--- src/rtl/wb_write_port.sv ---
// rtl/wb_write_port.sv - writeback collector driving the single register file write port
//
// Purpose
//    Collects results from the ALU and the load unit through valid/ready
//    handshakes and queues them in a small FIFO. One result per cycle
//    retires onto W_ADDR/W_DATA/W_ENABLE. A per-register pending counter
//    lets issue logic stall on read-after-write hazards.
//
// Configuration
//    WB_RR_ARB_EN  defined   : round-robin arbitration between load and ALU
//                  undefined : fixed priority, load wins over ALU
//
// Parameters
//    DEPTH  FIFO entries, power of two, 2..16
//    CNT_W  width of each per-register pending counter
//
// Ports
//    clk          clock, all state updates on posedge
//    rst          synchronous reset, active-low
//    ALU_VALID    ALU result valid
//    ALU_ADDR     ALU destination register
//    ALU_DATA     ALU result
//    ALU_READY    ALU result accepted this cycle (combinational)
//    LD_VALID     load result valid
//    LD_ADDR      load destination register
//    LD_DATA      load data
//    LD_READY     load result accepted this cycle (combinational)
//    ISSUE_VALID  instruction with a destination issued this cycle
//    ISSUE_ADDR   destination of the issued instruction
//    ISSUE_READY  pending counter for ISSUE_ADDR not saturated (combinational)
//    PEND_MASK    bit i set while pending counter i is nonzero (registered)
//    W_ADDR       register file write address (registered)
//    W_DATA       register file write data (registered)
//    W_ENABLE     register file write strobe (registered)
//    BUSY         FIFO non-empty or W_ENABLE high (combinational)

module wb_write_port #(
   parameter int DEPTH = 4,
   parameter int CNT_W = 2
) (
   input  logic       clk,
   input  logic       rst,
   input  logic       ALU_VALID,
   input  logic [2:0] ALU_ADDR,
   input  logic [7:0] ALU_DATA,
   output logic       ALU_READY,
   input  logic       LD_VALID,
   input  logic [2:0] LD_ADDR,
   input  logic [7:0] LD_DATA,
   output logic       LD_READY,
   input  logic       ISSUE_VALID,
   input  logic [2:0] ISSUE_ADDR,
   output logic       ISSUE_READY,
   output logic [7:0] PEND_MASK,
   output logic [2:0] W_ADDR,
   output logic [7:0] W_DATA,
   output logic       W_ENABLE,
   output logic       BUSY
);

   localparam int               PTR_W   = $clog2(DEPTH);
   localparam logic [PTR_W:0]   PTR_ONE = (PTR_W+1)'(1);
   localparam logic [PTR_W:0]   FULL_N  = (PTR_W+1)'(DEPTH);
   localparam logic [CNT_W-1:0] CNT_ONE = CNT_W'(1);
   localparam logic [CNT_W-1:0] CNT_MAX = {CNT_W{1'b1}};

   // FIFO storage: entry = {addr[2:0], data[7:0]}
   logic [10:0]      fifo_mem [DEPTH];
   logic [PTR_W:0]   rd_ptr;
   logic [PTR_W:0]   wr_ptr;
   logic [PTR_W:0]   count;
   logic [10:0]      head;
   logic [10:0]      push_entry;
   logic             full;
   logic             push;
   logic             pop;
   logic             ld_fire;
   logic             alu_fire;

   // Pending scoreboard
   logic [CNT_W-1:0] cnt_q [8];
   logic [CNT_W-1:0] cnt_d [8];
   logic [7:0]       inc_vec;
   logic [7:0]       dec_vec;
   logic             issue_fire;

   // Acceptance looks at the registered count only, so a full FIFO refuses
   // new results even in a cycle where it is also retiring one.
   assign full = (count == FULL_N);

`ifdef WB_RR_ARB_EN
   // last_alu = 0 means the load unit was granted most recently (reset value).
   logic last_alu;

   // A producer is refused only when both request and it is the other's turn.
   assign LD_READY  = rst && !full && !(LD_VALID && ALU_VALID && !last_alu);
   assign ALU_READY = rst && !full && !(LD_VALID && ALU_VALID &&  last_alu);

   always_ff @(posedge clk) begin
      if (!rst) begin
         last_alu <= 1'b0;
      end else if (ld_fire) begin
         last_alu <= 1'b0;
      end else if (alu_fire) begin
         last_alu <= 1'b1;
      end
   end
`else
   assign LD_READY  = rst && !full;
   assign ALU_READY = rst && !full && !LD_VALID;
`endif

   assign ld_fire    = LD_VALID && LD_READY;
   assign alu_fire   = ALU_VALID && ALU_READY && !ld_fire;
   assign push       = ld_fire || alu_fire;
   assign push_entry = ld_fire ? {LD_ADDR, LD_DATA} : {ALU_ADDR, ALU_DATA};

   // Drain runs every cycle the FIFO holds something; the entry accepted at
   // an edge is therefore presented one edge later at the earliest.
   assign pop  = rst && (count != '0);
   assign head = fifo_mem[rd_ptr[PTR_W-1:0]];

   // Storage carries no reset: entries are discarded by clearing the pointers.
   always_ff @(posedge clk) begin
      if (push) begin
         fifo_mem[wr_ptr[PTR_W-1:0]] <= push_entry;
      end
   end

   always_ff @(posedge clk) begin
      if (!rst) begin
         rd_ptr   <= '0;
         wr_ptr   <= '0;
         count    <= '0;
         W_ENABLE <= 1'b0;
         W_ADDR   <= 3'd0;
         W_DATA   <= 8'd0;
      end else begin
         if (push) begin
            wr_ptr <= wr_ptr + PTR_ONE;
         end
         if (pop) begin
            rd_ptr <= rd_ptr + PTR_ONE;
            W_ADDR <= head[10:8];
            W_DATA <= head[7:0];
         end
         W_ENABLE <= pop;
         count    <= count + {{PTR_W{1'b0}}, push} - {{PTR_W{1'b0}}, pop};
      end
   end

   assign BUSY = (count != '0) || W_ENABLE;

   // Issue is only accepted while the destination counter has headroom.
   assign ISSUE_READY = rst && (cnt_q[ISSUE_ADDR] != CNT_MAX);
   assign issue_fire  = ISSUE_VALID && ISSUE_READY;

   assign inc_vec = issue_fire ? (8'b1 << ISSUE_ADDR) : 8'b0;
   assign dec_vec = W_ENABLE   ? (8'b1 << W_ADDR)     : 8'b0;

   // A matching issue and retirement cancel out. A lone retirement against
   // an idle counter is an issuer protocol error and the counter holds at 0.
   always_comb begin
      for (int i = 0; i < 8; i++) begin
         cnt_d[i] = cnt_q[i];
         if (inc_vec[i] && !dec_vec[i]) begin
            cnt_d[i] = cnt_q[i] + CNT_ONE;
         end else if (dec_vec[i] && !inc_vec[i] && (cnt_q[i] != '0)) begin
            cnt_d[i] = cnt_q[i] - CNT_ONE;
         end
      end
   end

   always_ff @(posedge clk) begin
      if (!rst) begin
         for (int i = 0; i < 8; i++) begin
            cnt_q[i] <= '0;
         end
         PEND_MASK <= 8'd0;
      end else begin
         for (int i = 0; i < 8; i++) begin
            cnt_q[i]     <= cnt_d[i];
            PEND_MASK[i] <= |cnt_d[i];
         end
      end
   end

endmodule
--- config.mk ---
export PLATFORM = sky130hd
export DESIGN_NAME = wb_write_port
export DESIGN_NICKNAME = d
export VERILOG_FILES = /design/src/rtl/wb_write_port.sv
export SDC_FILE = /design/constraint.sdc
export NUM_CORES = 1
export LEC_CHECK = 0
export ABC_CLOCK_PERIOD_IN_PS = 6600
export CORE_ASPECT_RATIO = 1.5
export CORE_MARGIN = 2
export CORE_UTILIZATION = 30
export CTS_BUF_LIST = sky130_fd_sc_hd__clkbuf_2 sky130_fd_sc_hd__clkbuf_4 sky130_fd_sc_hd__clkbuf_8
export CTS_CLUSTER_DIAMETER = 80
export DETAILED_ROUTE_END_ITERATION = 10
export REMOVE_ABC_BUFFERS = 1
export SLEW_MARGIN = 10
export SYNTH_ARGS = -nofsm -noshare
export SYNTH_HDL_FRONTEND = slang
export SYNTH_SLANG_ARGS = --single-unit
--- constraint.sdc ---
create_clock -name clk -period 6.6 [get_ports clk]
set_clock_uncertainty 0.05 [all_clocks]
set_input_delay 1.32 -clock clk [delete_from_list [all_inputs] [get_ports clk]]
set_output_delay 1.32 -clock clk [all_outputs]
set_load 0.05 [all_outputs]
==> reports/qor.yml, run 1 <==
setup_tns_ps: 0
gp_congestion: 0.7464
drtPass1Iterations: 4
critPathRequiredTime_ps: 5230
clk_pin_slew_ps: 80
worst_pin_slew_ps: 823.9
hold_viol: 0
crit_chain: "clkdlybuf4s50_1 > mux4_2 > o21ai_1 > nor2_1 > clkdlybuf4s50_1"
cts_root_buffer: "clkbuf_8"
path_common_cell: "clkdlybuf4s50_1"
crit_path_max_incr_delay_ps: 710
status: "completed"
port_buffers: 53
cts_setup_buffers: 0
synth_edf_count: 44
min_period_ps: 4800
fp.dieW_um: 99.30
cts_hold_buffers: 0
cts_buffer_depth: 2
fp.dieH_um: 146.9
max_freq_mhz: 208.4
dieArea_mm2: 0.01459
grt_pass1_vias: 2821
startpoint_type: "input pin"
drt-total-wl_mm: 8.251
worst_path_max_delay_cell: "clkdlybuf4s50_1"
route.detailed.drc: 0
power_density_mw_per_mm2: 330.4
grt_pass1_wl_mm: 13.60
async_flop_share_pct: 0
cp-startpoint: "ISSUE_ADDR[1]"
hold_depth: 2
viasPerCell: 4.866
layout-drive-gt1-share_pct: 10.12
relSlewSlack_pct: 45.00
path_max_fanout: 10
holdCritPathClass: "register to register"
period_share_pct: 72.72
hp-start: "W_DATA[5]"
hpwl_mm: 5.998
num_vias: 2759
pin_count: 54
cts_tree: "built"
synth_cells: 346
ant_nets: 0
ys_ff_latch: 87
synth_seq_area_share_pct: 53.40
drv_cap: 0
start_util_pct: 30.49
ys_warn_count: 0
cts_buffers: 9
antennaDiodeCount: 0
finalMaxSlewViolations: 0
place_worst_setup_slack_ps: 1776
r2r_cells: 12
endpoint_kind: "primary output"
cts.htree.levels: 3
setup_viol_count_final: 0
ctsResizeCount: 0
antenna_found_initial: 0
rsz0062_at_grt: "false"
finalNetCount: 445
vdd_drop_max_v: 0.0001192
clkSinkCount: 87
num_rows: 52
syn-cell-area_mm2: 0.004086
p_leak_nw: 1.720
grt_use_total_pct: 11.94
worstSkewPairLatency_ps: 360
netlist-cell-type-count: 57
area_delta_synth_final_pct: 21.92
wl_per_cell_um: 14.55
synth-main-ff-cell: "edfxtp_1"
critical_path_class: "input pin to primary output"
setup_ws_ps: 1800
grt_max_degree: 34
rr_startpoint: "count[1]"
syn_area_per_cell_um2: 11.81
gr-total-overflow: 0
cp.arrival_ps: 3430
drt_iter0_drc: 126
core_area_mm2: 0.01340
-- synth_stat cells (2+ instances only) --
master	n	area (µm²)
nor2_1	25	93.84
xnor2_1	10	87.58
a21o_1	3	22.52
a311oi_2	4	60.06
xor2_1	2	17.52
and2_1	10	62.56
a211oi_1	5	37.54
or3_1	2	12.51
clkbuf_1	5	18.77
edfxtp_1	44	1321
nand4bb_1	3	33.78
buf_2	4	20.02
nand4b_1	3	26.28
a31oi_1	3	18.77
nand3_1	6	30.03
nor2b_1	5	31.28
nor3_1	4	20.02
inv_1	23	86.33
nand2b_1	3	18.77
nand2_1	36	135.1
ha_1	14	175.2
buf_1	2	7.510
o311a_1	3	30.03
o21ai_0	2	10.01
a221oi_1	2	17.52
buf_4	2	15.01
dfxtp_1	43	860.8
mux2i_1	4	40.04
mux4_2	12	270.3
mux2_1	15	168.9
o21ai_1	2	10.01
inv_2	2	7.510
o211ai_1	2	15.01
a21oi_1	14	70.07
o211a_1	2	20.02
nand4_1	4	25.02
-- power by group --
| group | internal, mW | switching (mW) |
|---|---|---|
| clock network | 0.178 | 0.195 |
| registers | 0.648 | 0.0956 |
| logic | 0.227 | 0.301 |
| total | 1.05 | 0.592 |
-- sequential cells by signal, indices dropped and copies added, names as in the netlist --
signal and flops:
PEND_MASK 8, W_ADDR 3, W_DATA 8, W_ENABLE 1, cnt_q 16, count 3, fifo_mem 44, rd_ptr 2
wr_ptr 2
-- metal layers --
layer / wire length [µm] / global-route usage (%) / vias to the layer above
met5: 0 / 0 / -
met4: 157 / 5.890 / 0
met3: 360 / 1.951 / 10
met2: 4525 / 22.03 / 67
met1: 3207 / 12.98 / 1316
li1: - / - / 1366
-- cell families after synthesis --
family | synth area share (%)
and+or+nand+nor | 13.87
DFF | 53.40
AOI/OAI and AO/OA | 9.860
buffers and inverters | 3.797
muxes | 11.73
adders and majority gates | 4.777
xor gates and xnor gates | 2.572
-- metrics by stage --
stage	util (%)	cell area [µm²]	std cells	hold slack [ps]	total power, mW
final	37.17	4982	567	414.3	1.646
after global routing	37.17	4982	567	433.0	1.741
after CTS	37.17	4982	567	419.8	1.675
after detailed placement	35.67	4781	551	408.9	1.299
after global placement	35.67	4781	551	403.4	1.288
after floorplan	-	4025	333	427.8	1.104
-- worst paths after layout --
kind	end	slack [ps]
setup reg to reg	count[2]	4050
hold reg to reg	W_DATA[5]	410
setup / recovery	ISSUE_READY	1800
hold / removal	W_DATA[5]	410
-- area by class of cell --
| cell class | instances | area [µm²] |
|---|---|---|
| Inverter | 25 | 93.84 |
| Sequential cell | 87 | 2182 |
| Tap cell | 162 | 202.7 |
| Clock inverter | 7 | 77.57 |
| Fill cell | 1332 | 8421 |
| Multi-Input combinational cell | 221 | 1749 |
| Timing Repair Buffer | 56 | 553.0 |
| Clock buffer | 9 | 123.9 |
-- critical path: cells and delay by family --
kind | cells | cell delay, ps
mux | 1 | 550
compound gates | 1 | 120
simple gates | 1 | 50
buf+inv | 2 | 1390
-- cell usage in the layout, fill, tap and decap left out, types with 5 or more instances in the layout --
| cell type | instances |
|---|---|
| dfxtp_1 | 43 |
| and2_1 | 10 |
| nor2_1 | 25 |
| a21oi_1 | 14 |
| mux4_2 | 12 |
| ha_1 | 14 |
| edfxtp_1 | 44 |
| nand3_1 | 6 |
| a211oi_1 | 5 |
| clkdlybuf4s50_1 | 53 |
| nor2b_1 | 5 |
| mux2_1 | 15 |
| inv_1 | 23 |
| xnor2_1 | 10 |
| clkbuf_8 | 9 |
| nand2_1 | 36 |
(Power assumes the default switching activity.)
==> run 2, diff against run 1 <==
Settings changed: ABC_CLOCK_PERIOD_IN_PS 6600 to 4100.
Clock period 6.6 ns to 4.1 ns, I/O delays scaled along.
==> run 2 against run 1 <==
Compared with the run above:
- sequential power increased by 61%
- clock power up 60%
- highest routed layer unchanged
- largest power group unchanged
- cell count is the same
- critical endpoint unchanged
- design area up 0.33%
- worst setup slack got worse by 1000 ps
- worst hold slack got worse by 7.6 ps
- first-iteration DRC count shrank 33%
- non-clock buffer count is the same
- largest cell class unchanged
- core utilization rose by 0.12 points
- combinational power rose by 64%
==> reports/qor.yml, run 2 (same netlist as run 1, synthesis figures left out) <==
setup_viol_count_final: 0  # unchanged
wl_per_cell_um: 14.87  # was 14.55 µm
num_vias: 2783  # was 2759
cp-startpoint: "ISSUE_ADDR[1]"  # unchanged
ctsResizeCount: 0  # unchanged
ant_nets: 0  # unchanged
drt-total-wl_mm: 8.430  # was 8.251 mm
path_max_fanout: 10  # unchanged
cp.arrival_ps: 2460  # was 3430 ps
worstSkewPairLatency_ps: 340  # was 360 ps
clkSinkCount: 87  # unchanged
relSlewSlack_pct: 44.48  # was 45.00%
cts_tree: "built"  # unchanged
vdd_drop_max_v: 0.0001686  # was 0.0001192 V
p_leak_nw: 1.738  # was 1.720 nW
crit_path_max_incr_delay_ps: 700  # was 710 ps
cts_root_buffer: "clkbuf_8"  # unchanged
hold_viol: 0  # unchanged
ff_latch_area_mm2: 0.002182  # unchanged
top_usage_layer: "met2"  # unchanged
clk_pin_slew_ps: 80  # about the same
use_met1_pct: 12.50  # was 12.98%
area_delta_synth_final_pct: 22.32  # was 21.92%
fin_util_pct: 37.29  # was 37.17%
core_area_mm2: 0.01340  # unchanged
antennaDiodeCount: 0  # unchanged
max_freq_mhz: 300.1
cts_buffers: 9  # unchanged
critPathRequiredTime_ps: 3230  # was 5230 ps
crit_chain: "clkdlybuf4s50_1 > mux4_2 > o21ai_1 > nor2_1 > buf_4"  # was clkdlybuf4s50_1 > mux4_2 > o21ai_1 > nor2_1 > clkdlybuf4s50_1
grt_use_total_pct: 12.01  # was 11.94%
cp_top_family: "buffers and inverters"  # unchanged
grt_use_met3_pct: 2.379  # was 1.951%
setup_tns_ps: 0  # unchanged
route.detailed.drc: 0  # unchanged
start_util_pct: 30.49  # unchanged
worst_path_max_delay_cell: "clkdlybuf4s50_1"  # unchanged
power_density_mw_per_mm2: 532.7  # was 330.4 mW/mm²
r2r_cells: 12  # unchanged
endpoint_kind: "primary output"  # unchanged
multi_input_area_mm2: 0.001749  # unchanged
layout_commonest_cell: "clkdlybuf4s50_1"  # unchanged
finalMaxSlewViolations: 0  # unchanged
critical_path_class: "input pin to primary output"  # unchanged
grt_max_degree: 34  # unchanged
fillCellCount: 1319  # was 1332
met2_usage_pct: 23.41  # was 22.03%
layout-drive-gt1-share_pct: 10.86  # was 10.12%
drtPass1Iterations: 4  # unchanged
grt_pass1_vias: 2875  # was 2821
rr_startpoint: "count[1]"  # unchanged
cts_hold_buffers: 0  # unchanged
cp.depth: 5  # unchanged
min_period_ps: 3332
final_cell_mix: "clkdlybuf4s50_1 (50), edfxtp_1 (44), dfxtp_1 (43)"  # was clkdlybuf4s50_1 (53), edfxtp_1 (44), dfxtp_1 (43)
drv_cap: 0  # unchanged
gp_congestion: 0.7671  # was 0.7464
largest_reg_flops: 44  # unchanged
port_buffers: 53  # unchanged
worst_pin_slew_ps: 831.7  # was 823.9 ps
holdCritPathClass: "register to register"  # unchanged
num_rows: 52  # unchanged
pin_count: 54  # unchanged
gr-total-overflow: 0  # unchanged
hold_depth: 2  # unchanged
cts_setup_buffers: 0  # unchanged
rsz0062_at_grt: "false"  # unchanged
hp-start: "W_DATA[0]"  # was W_DATA[5]
startpoint_type: "input pin"  # unchanged
antenna_found_initial: 0  # unchanged
dieArea_mm2: 0.01459  # unchanged
cts.htree.levels: 3  # unchanged
drt_iter0_drc: 85  # was 126
fp.dieH_um: 146.9  # unchanged
viasPerCell: 4.908  # was 4.866
fp.dieW_um: 99.30  # unchanged
status: "completed"  # unchanged
hpwl_mm: 6.096  # was 5.998 mm
grt_pass1_wl_mm: 13.71  # was 13.60 mm
period_share_pct: 81.27
finalNetCount: 445  # unchanged
cts_buffer_depth: 2  # unchanged
cp.buffers_inverters: 2  # unchanged
[run 2: cell count changes in the layout (fill, tap and decap cells not counted)]
cell	change
buf_12	+2
clkbuf_8	+1
buf_4	+1
clkinvlp_2	-1
clkinv_4	-1
clkinv_2	+2
clkbuf_4	+2
clkdlybuf4s50_1	-3
inv_6	-3
[run 2: power breakdown]
part | internal [mW] | switching [mW]
Clock | 0.310 | 0.287
Sequential | 1.04 | 0.157
Combinational | 0.373 | 0.492
Total | 1.73 | 0.936
[run 2: worst reg2reg max path, cell delays in order, from the launching register on]
cell and delay (ps):
dfxtp_1 450, nor2_1 80, a21oi_1 360, o21a_1 330, inv_2 50, ha_1 280, inv_1 60, ha_1 130
inv_1 50, fa_1 370, xor2_1 180, xnor2_1 140, nor2_1 60
[run 2: worst paths after layout]
kind	slack (ps)	end
worst max-delay path	770	ISSUE_READY
worst min-delay path	410	W_DATA[0]
worst max register to register	1400	count[2]
worst min register to register	410	W_DATA[0]
[run 2: cell type report]
type | instances | share of cell area, %
Inverter | 25 | 1.877
Timing Repair Buffer | 56 | 11.41
Clock buffer | 12 | 3.054
Tap cell | 162 | 4.055
Multi-Input combinational cell | 221 | 34.99
Clock inverter | 4 | 0.9512
Sequential cell | 87 | 43.65
[run 2: per-stage QoR]
| step | power (mW) | cells | instance area, µm² | worst slack [ps] | hold slack (ps) |
|---|---|---|---|---|---|
| finish | 2.663 | 567 | 4999 | 767.9 | 406.7 |
| global route | 2.812 | 567 | 4999 | 714.4 | 442.8 |
| CTS | 2.706 | 567 | 4999 | 760.0 | 410.8 |
| detailed placement | 2.107 | 551 | 4798 | 539.7 | 400.1 |
| global placement | 2.086 | 551 | 4798 | 640.1 | 398.1 |
| floorplan | 1.777 | 333 | 4025 | 489.1 | 427.8 |
[run 2: layer usage]
| metal | routed length (µm) | vias to the layer above |
|---|---|---|
| met5 | 0 | - |
| met4 | 96 | 0 |
| met3 | 354 | 6 |
| met2 | 4747 | 50 |
| met1 | 3231 | 1363 |
| li1 | - | 1364 |
